`src/rtl/guess_entry.sv`:
```
// Guess entry: steps a 6-bit guess up/down through an external adder and
// offers it downstream with a valid/ready hold. GUESS_WRAP_EN selects wrap instead of saturation.
module guess_entry #(
  parameter int unsigned STEP_FAST = 8
) (
  input  logic       clk,
  input  logic       rst_n,
  input  logic       inc,
  input  logic       dec,
  input  logic       fast,
  input  logic       clear,
  input  logic       submit,
  output logic [5:0] op_a,
  output logic [5:0] op_b,
  output logic       add_cin,
  input  logic [5:0] sum,
  input  logic       cout,
  output logic [5:0] guess,
  output logic       busy,
  output logic       guess_valid,
  input  logic       guess_ready
);

  localparam int unsigned W = 6;
  localparam logic [1:0] IDLE = 2'd0;
  localparam logic [1:0] ADD  = 2'd1;
  localparam logic [1:0] HOLD = 2'd2;
  localparam logic [W-1:0] GUESS_MAX = {W{1'b1}};
  localparam logic [W-1:0] STEP_F = W'(STEP_FAST);

  logic [1:0]   state_q, state_d;
  logic [W-1:0] guess_q, guess_d;
  logic [W-1:0] op_b_q, op_b_d;
  logic         cin_q, cin_d;
  logic         busy_q, busy_d;
  logic         valid_q, valid_d;
  logic [W-1:0] step_c;
  logic         range_err_c;

  // add_cin doubles as the direction flag: 0 = increment, 1 = decrement
  assign step_c      = fast ? STEP_F : W'(1);
  assign range_err_c = cin_q ? ~cout : cout;

  always_ff @(posedge clk or negedge rst_n) begin
    if (!rst_n) begin
      state_q <= IDLE;
      guess_q <= '0;
      op_b_q  <= '0;
      cin_q   <= 1'b0;
      busy_q  <= 1'b0;
      valid_q <= 1'b0;
    end else begin
      state_q <= state_d;
      guess_q <= guess_d;
      op_b_q  <= op_b_d;
      cin_q   <= cin_d;
      busy_q  <= busy_d;
      valid_q <= valid_d;
    end
  end

  always_comb begin
    state_d = state_q;
    guess_d = guess_q;
    op_b_d  = op_b_q;
    cin_d   = cin_q;
    unique case (state_q)
      IDLE: begin
        if (submit) begin
          state_d = HOLD;
        end else if (clear) begin
          guess_d = '0;
        end else if (inc ^ dec) begin
          op_b_d  = inc ? step_c : ~step_c;
          cin_d   = dec;
          state_d = ADD;
        end
      end
      ADD: begin
        state_d = IDLE;
        guess_d = sum;
`ifndef GUESS_WRAP_EN
        if (range_err_c) guess_d = cin_q ? '0 : GUESS_MAX;
`endif
      end
      HOLD: begin
        if (guess_ready) state_d = IDLE;
      end
      default: state_d = IDLE;
    endcase
    busy_d  = (state_d == ADD);
    valid_d = (state_d == HOLD);
  end

`ifdef GUESS_WRAP_EN
  logic unused_c;
  assign unused_c = range_err_c;
`endif

  assign op_a        = guess_q;
  assign op_b        = op_b_q;
  assign add_cin     = cin_q;
  assign guess       = guess_q;
  assign busy        = busy_q;
  assign guess_valid = valid_q;

endmodule

```
`config.mk`:
```
export PLATFORM = sky130hd
export DESIGN_NAME = guess_entry
export DESIGN_NICKNAME = d
export VERILOG_FILES = /design/src/rtl/guess_entry.sv
export SDC_FILE = /design/constraint.sdc
export NUM_CORES = 1
export LEC_CHECK = 0
export CAP_MARGIN = 5
export CORE_MARGIN = 1.5
export CORE_UTILIZATION = 37
export DETAILED_ROUTE_END_ITERATION = 6
export GPL_ROUTABILITY_DRIVEN = 0
export GPL_TIMING_DRIVEN = 0
export PLACE_DENSITY = 0.77
export SLEW_MARGIN = 20
export SYNTH_ARGS = -nofsm -noshare
export SYNTH_HDL_FRONTEND = slang
export SYNTH_SLANG_ARGS = --single-unit
```
`constraint.sdc`:
```
create_clock -name clk -period 1.5 [get_ports clk]
set_input_delay 0.15 -clock clk [delete_from_list [all_inputs] [get_ports clk]]
set_output_delay 0.15 -clock clk [all_outputs]
set_load 0.05 [all_outputs]
```
==> impl_metrics.ini <==
[setup_path]
r2r_slack_ns = 0.16
crit_fanout = 3
reg2reg_depth = 3
worstPathRequired_ns = 1.35
critPathLaunch = guess[5]
cp-end-kind = output port
startpoint_type = flip-flop
cp_slowest_cell = dlygate4sd2_1
r2r_start = state_q[0]
max_stage_delay_ns = 0.51
cp_cell_sequence = buf_4 > dlygate4sd2_1
cp.arrival_ns = 1.26
path_class = reg2out
r2r-end = op_b[4]

[routing]
wl_per_cell_um = 11.1
antenna_left = 0
drtIter0Drc = 1
vias = 534
drt-pass1-iter-count = 3
drc_errors = 0
via_per_inst = 4.31
wl_um = 1380

[synth]
syn_inst = 61
synth-async-reset-ratio_pct = 100
synth_top_area_cell = dfrtp_1
synth.avg_cell_area_um2 = 11.0
synth_enable_flop_cells = 0
yosysSeqAreaShare_pct = 52.3
ys_ff_latch = 14
synth.distinct_cells = 15
synth_area_leaders = dfrtp_1 52%, buf_4 10%, mux2_4 6.7%, inv_1 5.6%, o22ai_1 5.6%
synth_common_cells = 14 x dfrtp_1, 10 x inv_1, 9 x buf_4
synth.most_common_cell = dfrtp_1
synth_area_um2 = 669
syn-num-nets = 76
synth_top_area_share_pct = 52.3
synth_flop_cell = dfrtp_1
synth_warnings = 0

[power_and_ir_drop]
power_switching_share_pct = 51.9
power_w = 0.00203
clkPwrFrac_pct = 10.2
internal_power_w = 0.000976
power_frac_seq_pct = 28.3
powerDensity_mw_per_mm2 = 1950
comb_power_share_pct = 61.5
p_leak_nw = 0.553
ir_drop_uv = 1040
netSwitchingPower_w = 0.00105

[cells_and_area]
multiInputGateArea_um2 = 214
nNetsFinal = 116
area_delta_synth_final_pct = 55.1
instances_no_fill = 124
nFillCells = 163
regArea_um2 = 350
drive_gt1_share_pct = 20.2
num_antenna_cells = 0

[timing]
rsz0062_at_grt = false
hold_slack_ns = 0.273
fmaxAchievable_mhz = 709
slew_viol_final = 0
min_period_over_period_pct = 94.0
min_period_ns = 1.41
hold_viol_final = 0
setup_viol_count_final = 0
slew_headroom_pct = 56.7
skew_ns = 0.00154
worst_slew_pin_slew_ns = 0.647

[global_routing]
grt_antenna_before_repair = 0
grt_max_degree = 15
grt_pass1_wl_um = 2270
gr-total-overflow = 0
grt_pass1_vias = 534
grt_usage_pct = 15.5

[floorplanning]
pin_count = 36
die_h_um = 45.5
coreArea_mm2 = 0.00171
die-width_um = 45.5
start_util_pct = 39.2
die_area_mm2 = 0.00207
num_rows = 15

[flow_run]
drv_cap = 0

[clocking]
root_buffer = clkbuf_4
cts_tree = yes
cts_max_level = 1
clockBufferDepth = 2
clock_sinks = 14
clk_pin_slew_ns = 0.08
post-cts-setup-buffers = 0
numCtsBuffers = 3
worstSkewPairLatency_ns = 0.27

[placement]
hpwl_um = 1070
place_inst = 121
port_buffers = 35

[outcome]
status = completed

[min_path]
worstHoldPathType = in2async
## critical path: cells and delay by family, from the launching register on
family / cells / cell delay [ns]
buffers and inverters: 2 / 0.62
flip-flops: 1 / 0.37
## registers in the layout (all words and copies together) (netlist names)
name,count
guess,6
op_b,3
state_q,2
add_cin,1
busy,1
guess_valid,1
## power by group through the flow
| stage | Clock [W] | Sequential, W | Combinational [W] |
|---|---|---|---|
| after floorplan | 0 | 0.000931 | 0.000592 |
| after global placement | 0 | 0.000581 | 0.00137 |
| after detailed placement | 0 | 0.000585 | 0.00139 |
| after CTS | 0.000215 | 0.000578 | 0.00127 |
| after global routing | 0.000235 | 0.000595 | 0.00130 |
| final | 0.000206 | 0.000574 | 0.00125 |
## kinds of logic after synthesis
group	synth area share, %
buffers and inverters	15.7
flip-flops	52.3
AO/OA/AOI/OAI	11.6
AND/OR/NAND/NOR	9.72
XOR/XNOR	3.93
multiplexers	6.73
## through the flow
stage	setup WS (ns)	TNS [ns]	area, µm²	utilization [%]
after floorplan	0.223	0	669	-
after global placement	-0.0827	-0.247	1050	61.5
final	0.0894	0	1040	60.8
after global routing	0.0123	0	1040	60.8
after CTS	0.0246	0	1050	61.4
after detailed placement	-0.101	-0.426	1050	61.5
## cell usage in the layout (no fill, tap or decap), types with 3 or more instances in the layout
| master | count |
|---|---|
| buf_4 | 10 |
| mux2_4 | 3 |
| dfrtp_1 | 14 |
| clkdlybuf4s50_1 | 14 |
| dlygate4sd2_1 | 18 |
| inv_1 | 10 |
| o22ai_1 | 6 |
| nor2_1 | 7 |
| clkbuf_4 | 3 |
## area by class of cell
class                      count  area share, %
inverter                      10           3.61
buffer                         9           6.51
timing repair buffer          35           30.4
multi-input combinational     28           20.6
clock buffer                   3           2.17
tap                           25           3.01
sequential                    14           33.7
## how the worst max path moves through the flow
| stage | to | slack, ns | depth (start not counted) |
|---|---|---|---|
| 6_report | op_a[5] | 0.09 | 2 |
| 5_1_grt | op_a[0] | 0.01 | 2 |
| 4_1_cts | op_b[4] | 0.02 | 2 |
| 3_5_place_dp | op_b[4] | -0.10 | 4 |
| 3_3_place_gp | op_b[3] | -0.08 | 4 |
| 2_1_floorplan | add_cin | 0.22 | 3 |
## metal layers
layer / wire length [µm] / GRT usage, % / up-vias
met5: 0 / 0 / -
met3: 117 / 5.16 / 0
met2: 687 / 27.0 / 26
li1: - / - / 271
met4: 0 / 7.06 / 0
met1: 572 / 16.8 / 237
## repair_timing
action                                  4_1_cts  5_1_grt
resized for setup                            24        2
endpoints found under the setup margin       21        2
hold buffers                                  0        0
Note: power is estimated with default switching activity, not from simulation.
